`src/rtl/bcd_display_mux.sv`:
```
`default_nettype none
// ============================================================================
// Module   : bcd_display_mux
// Brief    : 4-digit multiplexed 7-segment driver with frame-coherent digit
//            snapshots and a one-cycle ghost guard. Optional new-record blink
//            is compiled in with the BLINK_NEW_EN macro.
// Revision : 1.0 - initial release
// ============================================================================
module bcd_display_mux #(
  parameter int REFRESH_DIV  = 100000,
  parameter int BLINK_FRAMES = 125
) (
  input  logic       ck,
  input  logic       reset,
  input  logic [3:0] cnt0,
  input  logic [3:0] cnt1,
  input  logic [3:0] cnt2,
  input  logic [3:0] cnt3,
  input  logic [3:0] rec0,
  input  logic [3:0] rec1,
  input  logic [3:0] rec2,
  input  logic [3:0] rec3,
  input  logic       show_rec,
  input  logic       new_rec,   // "new" is a reserved word in SystemVerilog
  output logic [3:0] an,
  output logic [6:0] seg,
  output logic       dp
);

  localparam int                    c_presc_w    = (REFRESH_DIV > 2) ? $clog2(REFRESH_DIV) : 1;
  localparam logic [c_presc_w-1:0]  c_presc_last = c_presc_w'(REFRESH_DIV - 1);
  localparam logic [3:0]            c_an_off     = 4'b1111;
  localparam logic [3:0]            c_an_dp      = 4'b0111;
  localparam logic [6:0]            c_seg_off    = 7'b1111111;
  localparam logic [6:0]            c_seg_dash   = 7'b0111111;

  function automatic logic [6:0] seg_decode(input logic [3:0] digit);
    logic [6:0] pattern;
    case (digit)
      4'd0:    pattern = 7'b1000000;
      4'd1:    pattern = 7'b1111001;
      4'd2:    pattern = 7'b0100100;
      4'd3:    pattern = 7'b0110000;
      4'd4:    pattern = 7'b0011001;
      4'd5:    pattern = 7'b0010010;
      4'd6:    pattern = 7'b0000010;
      4'd7:    pattern = 7'b1111000;
      4'd8:    pattern = 7'b0000000;
      4'd9:    pattern = 7'b0010000;
      default: pattern = c_seg_dash;
    endcase
    return pattern;
  endfunction

  logic [c_presc_w-1:0] presc_q, presc_d;
  logic [1:0]           idx_q, idx_d;
  logic                 started_q, started_d;
  logic [15:0]          snap_q, snap_d;
  logic [3:0]           an_q, an_d;
  logic [6:0]           seg_q, seg_d;
  logic                 dp_q, dp_d;

  logic                 tick;
  logic                 frame_start;
  logic [15:0]          live_digits;
  logic [3:0]           next_digit;
  logic                 blank;

  always_comb begin
    tick        = (presc_q == c_presc_last);
    // The first tick after reset opens a frame on digit 0 instead of advancing.
    frame_start = tick && (!started_q || (idx_q == 2'd3));
    live_digits = show_rec ? {rec3, rec2, rec1, rec0} : {cnt3, cnt2, cnt1, cnt0};

    presc_d    = tick ? '0 : presc_q + 1'b1;
    started_d  = started_q | tick;
    idx_d      = (tick && started_q) ? idx_q + 2'd1 : idx_q;
    snap_d     = frame_start ? live_digits : snap_q;
    next_digit = snap_d[{idx_d, 2'b00} +: 4];

    seg_d = tick ? seg_decode(next_digit) : seg_q;
    if (tick || !started_q || blank) begin
      an_d = c_an_off;
    end else begin
      an_d = ~(4'b0001 << idx_q);
    end
    dp_d = (an_d != c_an_dp);
  end

  always_ff @(posedge ck or negedge reset) begin
    if (!reset) begin
      presc_q   <= '0;
      idx_q     <= '0;
      started_q <= 1'b0;
      snap_q    <= '0;
      an_q      <= c_an_off;
      seg_q     <= c_seg_off;
      dp_q      <= 1'b1;
    end else begin
      presc_q   <= presc_d;
      idx_q     <= idx_d;
      started_q <= started_d;
      snap_q    <= snap_d;
      an_q      <= an_d;
      seg_q     <= seg_d;
      dp_q      <= dp_d;
    end
  end

`ifdef BLINK_NEW_EN
  localparam int                   c_frame_w    = (BLINK_FRAMES > 1) ? $clog2(BLINK_FRAMES) : 1;
  localparam logic [c_frame_w-1:0] c_frame_last = c_frame_w'(BLINK_FRAMES - 1);

  logic [c_frame_w-1:0] frame_q, frame_d;
  logic                 phase_q, phase_d;
  logic                 snap_rec_q, snap_rec_d;
  logic                 snap_new_q, snap_new_d;

  always_comb begin
    frame_d    = frame_q;
    phase_d    = phase_q;
    snap_rec_d = snap_rec_q;
    snap_new_d = snap_new_q;
    if (frame_start) begin
      snap_rec_d = show_rec;
      snap_new_d = new_rec;
      if (!new_rec) begin
        frame_d = '0;
        phase_d = 1'b0;
      end else if (snap_new_q) begin
        // Counting starts after the onset frame, so the first BLINK_FRAMES frames stay lit.
        if (frame_q == c_frame_last) begin
          frame_d = '0;
          phase_d = ~phase_q;
        end else begin
          frame_d = frame_q + 1'b1;
        end
      end
    end
  end

  always_ff @(posedge ck or negedge reset) begin
    if (!reset) begin
      frame_q    <= '0;
      phase_q    <= 1'b0;
      snap_rec_q <= 1'b0;
      snap_new_q <= 1'b0;
    end else begin
      frame_q    <= frame_d;
      phase_q    <= phase_d;
      snap_rec_q <= snap_rec_d;
      snap_new_q <= snap_new_d;
    end
  end

  assign blank = phase_q & snap_new_q & ~snap_rec_q;
`else
  localparam int unused_blink_frames = BLINK_FRAMES;
  logic          unused_new_rec;

  assign unused_new_rec = new_rec;
  assign blank          = 1'b0;
`endif

  assign an  = an_q;
  assign seg = seg_q;
  assign dp  = dp_q;

endmodule
`default_nettype wire
```
`config.mk`:
```
export PLATFORM = sky130hd
export DESIGN_NAME = bcd_display_mux
export DESIGN_NICKNAME = d
export VERILOG_FILES = /design/src/rtl/bcd_display_mux.sv
export SDC_FILE = /design/constraint.sdc
export NUM_CORES = 1
export LEC_CHECK = 0
export ABC_AREA = 1
export CORE_UTILIZATION = 58
export DETAILED_ROUTE_END_ITERATION = 7
export PLACE_DENSITY_LB_ADDON = 0.08
export REMOVE_ABC_BUFFERS = 1
export SETUP_SLACK_MARGIN = 0.5
export SLEW_MARGIN = 20
export SYNTH_ARGS = -nofsm -noshare
export SYNTH_HDL_FRONTEND = slang
export SYNTH_SLANG_ARGS = --single-unit
```
`constraint.sdc`:
```
create_clock -name ck -period 5.71 [get_ports ck]
set_input_delay 1.4275 -clock ck [delete_from_list [all_inputs] [get_ports ck]]
set_output_delay 1.4275 -clock ck [all_outputs]
set_load 0.005 [all_outputs]
```
==> impl_results.md, run 1 <==
- Status: complete, no violations
- Main synth FF type: dfrtp_1
- Power density cells: 184 nW/um^2
- Top Usage Layer GRT: met2
- Post-DP HPWL: 4660 um
- IO Pins: 48
- Sink Count: 48
- Remaining Overflow, GRT: 0
- Slew @ Worst Pin: between 0.8 and 0.9 ns
- Worst skew pair latency: 0.31 ns
- Period utilization: 0.647
- Max Slew Vio Count: 0
- CTS buffer count: 5
- Worst-path fanout max: 27
- Ys Warns: 0
- Pre-antenna DRT Iters: 4
- Vias in the first global route: 2479
- Sw Pwr: 0.134 mW
- Cell area after synthesis: 3050 um^2
- Drt total wl: 6380 um
- Setup slack, reg-to-reg: 2.65 ns
- N_diodes: 0
- Post-CTS Setup Bufs: 0
- Met1 Usage GRT: 0.328
- Crit path DAT: between 3 and 4 ns
- Critical Path End: seg[3]
- Hold Worst Slack: 0.464 ns
- Die Height: 74.5 um
- Vias per cell: roughly 5.3
- Placer Congestion: between 0.8 and 0.9
- Post_cts resized: 0
- Total power: 0.674 mW
- RSZ-0062 raised after global routing: no
- GRT Util Overall: 0.259
- Initial Util: 0.600
- Worst hold path startpoint: presc_q[0]
- Routed Antenna Nets: 0
- Syn Area/Cell: about 7.7 um^2
- Clock tree buffer depth: 2
- Worst R2R Path Depth: 17
- Synth top area cells: dfrtp_1 (30%), nand2_1 (15%), dfstp_2 (10%), inv_1 (6.2%), nand3_1 (5.4%)
- Post-route design area: 3650 um^2
- Clock Power Share: 0.433
- Worst min path class: reg -> reg
- Critical R2R Capture: seg[3]
- Yosys reg bits: 48
- Max_slew headroom: 0.455
- Final Skew: 0.0100 ns
- Most frequent cell after synthesis: nand2_1
- Pin count of the biggest net entering global routing: 49
- Share of cells above drive strength 1: 0.132
- Leak Pwr: roughly 1.9 nW
- Initial detailed-routing violation count: 176
- Fin crit period: 3.70 ns
- Worst EP required: 5.95 ns
- Asr flop ratio synth: 1.00
- Wire per inst: between 10 and 15 um
- Syn-to-layout area delta: 20.0%
- CP endpoint kind: register
- Crit path kind: in -> reg
- TNS Setup: 0 ns
- Post-synth cell types: 36
- Cts hold-fix bufs: 0
- Max_cap viols: 0
- Leading area contributor after synthesis: dfrtp_1
- Vias: 2714
- Core Box Area: 5070 um^2
- Comb power frac: 0.062
- Sequential power share: 0.505
- Critical Path Start Type: primary input
- Register area share after synthesis: 0.399
- Top cell type's share of synthesized area: 0.296
- Sw frac: 0.199
- Maximum vdd ir drop: 0.142 mV
- Placed instance area: 3520 um^2
- Initial antenna violation count: 0
- Post-synth EDFFs: 0
- M2 GR Usage: 0.438
- Die Wd: 74.5 um
- Die ar.: around 5500 um^2
- Internal power: roughly 0.54 mW
- H-tree Lvls: 2
- Grt met3 use: 0.0515
- Row count: 26
- Crit path from: show_rec
- Nets: 485
- First-pass GRT wire length: 11000 um
- Root Driver: clkbuf_8
- Top cells by count, synth: nand2_1 (123), inv_1 (50), dfrtp_1 (36)
- FMAX: about 270 MHz
- CTS tree: done
- Post-synthesis cell count: 394
- Final hold violations: 0
- Filler cells: about 420
- Residual DRC: 0
- Endpoints failing setup: 0
- Port Buffer Count: between 40 and 50
- Clk slew on worst S/H paths: 0.09 ns
- FF-to-FF Start: presc_q[0]
[per-layer routing]
metal	share of wire	up-vias	routed length (um)
li1	-	1353	-
met3	0.050	12	319
met2	0.48	90	3060
met1	0.45	1259	2890
met5	0	-	0
met4	0.017	0	110
[registers in the layout, indices dropped and copies added, names as in the netlist]
name / cells
an: 4
seg: 7
started_q: 1
presc_q: 17
snap_q: 16
dp: 1
idx_q: 2
[cell families after synthesis]
logic type / Yosys count / synth area share
mux: 5 / 0.0168
xor+xnor: 4 / 0.0115
flops: 48 / 0.399
fa+ha+maj: 11 / 0.0452
simple gates: 235 / 0.381
compound gates: 27 / 0.0542
buf+inv: 64 / 0.0920
[per-stage QoR]
stage,util,setup slack [ns],instances
3_5_place_dp,0.693,1.72,501
5_1_grt,0.720,1.73,509
2_1_floorplan,-,3.05,384
6_report,0.720,2.01,509
3_3_place_gp,0.693,1.74,501
4_1_cts,0.719,2.00,509
[how the worst min path moves through the flow]
stage	endpoint	slack [ns]	cells past startpoint
global placement	snap_q[8]	0.45	2
floorplan	presc_q[0]	0.43	1
finish	presc_q[0]	0.46	1
detailed placement	snap_q[8]	0.46	2
global route	seg[5]	0.48	2
CTS	seg[5]	0.47	2
[worst max-delay path, stage by stage]
cell             delay [ns]
clkdlybuf4s50_1        1.00
o21ai_0                0.21
nand4_1                0.13
nand2_1                0.07
nand2_1                0.06
nand3_1                0.08
nand2_1                0.20
inv_1                  0.11
ha_1                   0.19
inv_1                  0.05
nand3_1                0.10
nand3_1                0.12
nand2_1                0.06
nand2_1                0.06
nand2_1                0.05
[layout make-up]
cell class                 count  area [um^2]  area share
clock buffer                   6         72.6      0.0199
clock inverter                 2         60.1      0.0164
inverter                      54          203      0.0555
multi-input combinational    282         1550       0.424
sequential                    48         1220       0.333
tap                           70         87.6      0.0240
timing repair buffer          47          465       0.127
[power groups by stage]
stage | clock network, mW | logic (mW) | registers, mW
after floorplan | 0 | 0.00873 | 0.347
after global placement | 0 | 0.0416 | 0.346
after detailed placement | 0 | 0.0423 | 0.346
after CTS | 0.296 | 0.0423 | 0.340
after global routing | 0.309 | 0.0475 | 0.340
final | 0.292 | 0.0417 | 0.340
[cells in the final DEF, fill, tap and decap left out, drive strengths merged, types with 5 or more instances in the layout]
cell	Yosys	routed
dfrtp	36	36
nand3	41	41
nor3	8	8
ha	11	11
dfstp	12	12
o21ai	19	19
a21oi	5	5
clkbuf	0	6
inv	53	53
clkdlybuf4s50	0	45
nand2	140	140
nand4	19	19
nor2	22	22
Power figures use the tool's default switching activity.
==> run 2: changes to the inputs <==
Settings changed: CORE_UTILIZATION 58 to 49.
Clock period 5.71 ns to 3.3 ns, I/O delays scaled along.
==> run 2 against run 1 <==
Compared with the run above: clock skew is 0.0024 ns lower; highest routed layer unchanged; hold slack better by 0.0069 ns; non-clock buffer count is 17 higher; via count is 0.41% lower; first-iteration DRC count is 20% lower; sequential power is 73% higher; flip-flop and latch count stayed put; utilization is 8.6 points lower; design area is 3.4% higher; routed wire length is 2.7% higher.
==> impl_results.md, run 2 (same netlist as run 1, synthesis figures left out) <==
- Setup slack, reg-to-reg: 0.77 ns
- Endpoints failing setup: 0
- CP dominant cell by count: nand2_1
- Slew @ Worst Pin: roughly 0.54 ns
- Remaining Overflow, GRT: 0
- Status: complete, no violations
- CTS tree: done
- Worst-path fanout max: 27
- Buf+Inv Stages, Crit Path: 3
- Placer Congestion: 0.784
- Maximum vdd ir drop: 0.146 mV
- Crit-path max cell delay: 0.50 ns
- N_diodes: 0
- Max_cap viols: 0
- Clock tree buffer depth: 2
- Syn-to-layout area delta: 24.0%
- CP endpoint kind: register
- Pin count of the biggest net entering global routing: 44
- Pre-antenna DRT Iters: 4
- Clk slew on worst S/H paths: ~0.09 ns
- Slowest cell on crit path: clkdlybuf4s50_1
- Max Slew Vio Count: 0
- Core Box Area: 5960 um^2
- Commonest non-fill, non-tap cell in the layout: nand2_1
- Worst EP required: 3.54 ns
- Share of cells above drive strength 1: 0.173
- Post-DP HPWL: 4750 um
- Crit-path cells: clkdlybuf4s50_1 > buf_12 > nand2_1 > o21ai_0 > nand4_1 > nand2_2 > nand2_1 > nand3_1 > nand2_2 > buf_4 > ha_1 > nand3b_1 > nand3_1 > nand2_1 > nand2_1 > nand2_1
- Routed Antenna Nets: 0
- Residual DRC: 0
- Critical Path Stages: 16
- Fin crit period: about 2.6 ns
- Vias in the first global route: 2535
- Critical R2R Capture: seg[0]
- Max_slew headroom: 0.637
- FF+latch area: ~1200 um^2
- Drt total wl: 6550 um
- Most frequent cells in the layout: nand2_1 (121), inv_1 (50), clkdlybuf4s50_1 (45), dfrtp_1 (36), nand3_1 (32)
- Nets: 502
- Initial Util: 0.511
- GRT Util Overall: 0.225
- Hold Path Depth: 2
- Hold Worst Slack: 0.471 ns
- Worst min path class: reg -> reg
- Initial antenna violation count: 0
- Multi-input logic area: 1580 um^2
- Final hold violations: 0
- Crit path max-delay family: simple AND/OR/NAND/NOR gates
- TNS Setup: 0 ns
- Sink Count: 48
- Die Height: 80.8 um
- Leak Pwr: between 1.5 and 2 nW
- Min-Delay Endpoint: seg[5]
- Row count: 28
- Max FFs per register: 17
- Period utilization: 0.788
- Root Driver: clkbuf_8
- RSZ-0062 raised after global routing: no
- Crit path DAT: 2.85 ns
- Power density cells: 267 nW/um^2
- IO Pins: 48
- Final Skew: between 0.007 and 0.008 ns
- Most flops, register: presc_q
- Worst skew pair latency: 0.30 ns
- FMAX: about 380 MHz
- Crit path kind: in -> reg
- First-pass GRT wire length: 11500 um
- FF-to-FF Start: presc_q[0]
- Worst R2R Path Depth: 19
- Initial detailed-routing violation count: approximately 140
- H-tree Lvls: 2
- Filler cells: 575
- Critical Path Start Type: primary input
- Vias: 2703
- Port Buffer Count: 46
- Wire per inst: 12.3 um
- CTS buffer count: 5
- Die ar.: 6530 um^2
- Die Wd: around 81 um
- Worst hold path startpoint: seg[5]
- Vias per cell: roughly 5
-- run 2: cell count changes in the layout (fill, tap and decap cells not counted), sizes merged --
cell	previous run	this run
clkinv	1	2
bufinv	2	0
clkbuf	6	7
buf	2	19
-- run 2: power by group --
part           switching, mW  internal [mW]
combinational         0.0303         0.0455
clock                  0.196          0.149
sequential                 0          0.588
total                  0.226          0.783
-- run 2: per-layer routing --
layer / up-vias / wire length (um) / track usage
li1: 1380 / - / -
met1: 1257 / 3110 / 0.289
met2: 59 / 3150 / 0.394
met3: 7 / 213 / 0.0303
met4: 0 / 79 / 0.0589
met5: - / 0 / 0
-- run 2: repair_timing --
| item | 4_1_cts | 5_1_grt |
|---|---|---|
| endpoints found under the setup margin | 0 | 6 |
| gates resized for setup | 0 | 7 |
| hold buffers | 0 | 0 |
| setup buffers | 0 | 12 |
-- run 2: layout make-up --
class | instances | share of cell area
clock buffer | 7 | 0.0202
timing repair buffer | 64 | 0.160
inverter | 54 | 0.0537
clock inverter | 1 | 0.00133
tap | 75 | 0.0249
sequential | 48 | 0.322
multi-input combinational | 282 | 0.417
-- run 2: worst max-delay path by stage --
stage               startpoint     end  slack, ns
floorplan             idx_q[0]  seg[0]       0.74
global placement      show_rec  seg[3]       0.39
detailed placement    show_rec  seg[0]       0.31
CTS                 presc_q[0]  seg[0]       0.50
global route        presc_q[0]  seg[3]       0.48
finish                show_rec  seg[0]       0.70
-- run 2: stage by stage --
stage          cell area [um^2]  total power [mW]  cells  utilization  setup WS (ns)
5_1_grt                    3780              1.05    531        0.634          0.484
3_5_place_dp               3570             0.677    511        0.600          0.314
6_report                   3780              1.01    531        0.634          0.698
2_1_floorplan              2970             0.615    384            -          0.736
3_3_place_gp               3570             0.676    511        0.600          0.386
4_1_cts                    3660              1.02    519        0.614          0.501
-- run 2: tightest hold or removal path, cell delays in order (launching register included) --
cell and delay, ns:
dfstp_2 0.38, nand2_1 0.05, nand2_1 0.05
==> run 3: changes to the inputs <==
Clock period 3.3 ns to 2.37 ns, I/O delays scaled along.
==> run 3 against run 2 <==
Compared with the run above: worst setup slack worse by 0.69 ns; die area is the same; critical path type is now reg -> reg; largest cell class unchanged; total power up 45%; flip-flop and latch count did not move; clock-buffer cell count fell by 1; clock power up 49%.
==> impl_results.md, run 3 (same netlist as run 1, synthesis figures left out) <==
- Worst-path fanout max: 5
- Fin crit period: between 2 and 2.5 ns
- Die Height: 80.8 um
- CTS buffer count: 5
- Clk slew on worst S/H paths: 0.09 ns
- Post-route design area: 4640 um^2
- Post-route core utilization: 0.780
- TNS Setup: 0 ns
- First-pass GRT wire length: between 10000 and 15000 um
- Root Driver: clkbuf_8
- Worst min path class: in -> async
- DP Cell Count: 540
- Status: complete, no violations
- Commonest non-fill, non-tap cell in the layout: nand2_1
- Die Wd: between 80 and 90 um
- Max_cap viols: 0
- Initial detailed-routing violation count: 149
- Worst EP required: 2.61 ns
- Syn-to-layout area delta: 52.5%
- Sink Count: 48
- Initial antenna violation count: 0
- Remaining Overflow, GRT: 0
- GRT Util Overall: 0.255
- DP Worst Slack: -0.302 ns
- Residual DRC: 0
- Vias per cell: 5.20
- Die ar.: 6530 um^2
- Critical Path Start Type: register
- Cts hold-fix bufs: 0
- Max FFs per register: 17
- Non-filler cells in the finished layout: 578
- Power density cells: 314 nW/um^2
- CP endpoint kind: register
- Initial Util: 0.511
- Placed instance area: about 3800 um^2
- FMAX: 424 MHz
- Placer Congestion: 0.862
- Row count: 28
- CTS tree: done
- Core Box Area: 5960 um^2
- Pin count of the biggest net entering global routing: 26
- Vias: 3004
- Maximum vdd ir drop: between 0.2 and 0.25 mV
- Most flops, register: presc_q
- N_diodes: 0
- Worst skew pair latency: 0.30 ns
- Most frequent cells in the layout: nand2_1 (103), buf_4 (50), inv_1 (43), dfrtp_1 (34), clkdlybuf4s50_1 (32)
- Leak Pwr: 2.23 nW
- Pre-antenna DRT Iters: 5
- Final hold violations: 0
- Clock tree buffer depth: 2
- Crit path kind: reg -> reg
- Max_slew headroom: 0.621
- Routed Antenna Nets: 0
- H-tree Lvls: 2
- IO Pins: 48
- Wire per inst: 14.3 um
- Crit path DAT: 2.60 ns
- Final Skew: 0.00616 ns
- Vias in the first global route: around 2800
- Final Worst Setup Slack: 0.00967 ns
- Nets: 549
- Endpoints failing setup: 0
- Slew @ Worst Pin: 0.568 ns
- Drt total wl: 8250 um
- Share of cells above drive strength 1: 0.384
- Period utilization: 0.996
- Port Buffer Count: 46
- RSZ-0062 raised after global routing: yes
- Post-DP HPWL: approximately 5200 um
- Max Slew Vio Count: 0
-- run 3: changes by cell type in the layout (fill, tap and decap cells not counted), moves of 10 or more --
cell,change
buf_4,+32
nand2_1,-18
nand3_1,-14
clkdlybuf4s50_1,-13
dlygate4sd2_1,+13
nand2_2,+11
nand3_4,+10
-- run 3: worst paths after layout --
kind,from,end,slack (ns),depth (start not counted)
setup / recovery,presc_q[6],seg[0],0.01,18
hold / removal,reset,presc_q[5],0.27,1
setup reg to reg,presc_q[6],seg[0],0.01,18
hold reg to reg,seg[6],seg[6],0.47,2
max in group asynchronous,reset,seg[4],1.48,2
min in group ck,seg[6],seg[6],0.47,2
-- run 3: final cells by class --
class,instances,area [um^2]
multi-input cells,283,1980
inverters,54,213
clock buffers,6,82.6
fillers,428,1310
well taps,75,93.8
flip-flops and latches,48,1220
repair buffers,110,1040
clock inverters,2,10.0
-- run 3: metal layers --
layer  up-vias  track usage  wire length (um)
met5         -            0                 0
met4         0       0.0696               148
met3        17       0.0449               288
met2        75        0.445              4220
met1      1434        0.322              3600
li1       1478            -                 -
-- run 3: what timing repair did --
item / in CTS / in global routing
buffers inserted: 13 / 15
resized for setup: 67 / 60
gates cloned: 2 / 0
setup endpoints to repair: 25 / 19
pin swaps: 25 / 39
-- run 3: worst max-delay path, cell delays in order (launching register included) --
cell and delay, ns:
dfrtp_1 0.42, inv_2 0.07, nand2_2 0.05, nor2_2 0.14
nand2_2 0.08, nor2_4 0.16, buf_6 0.13, nand4_1 0.13
nand2_4 0.14, nand2_2 0.07, nand3_2 0.09, nand2_4 0.10
buf_6 0.14, ha_1 0.16, nand3b_1 0.16, nand3_2 0.08
nand2_1 0.06, nand2_1 0.06, nand2_1 0.06
-- run 3: power breakdown --
part           switching (mW)  internal (mW)  leakage, nW
clock network           0.281          0.233       0.0510
logic                  0.0476         0.0773         1.64
registers                   0          0.819        0.534
total                   0.329           1.13         2.23
-- run 3: metrics by stage --
step                hold slack [ns]  power, mW
finish                        0.275       1.46
detailed placement            0.457      0.951
global route                  0.306       1.51
floorplan                     0.297      0.856
CTS                           0.289       1.46
global placement              0.454      0.951
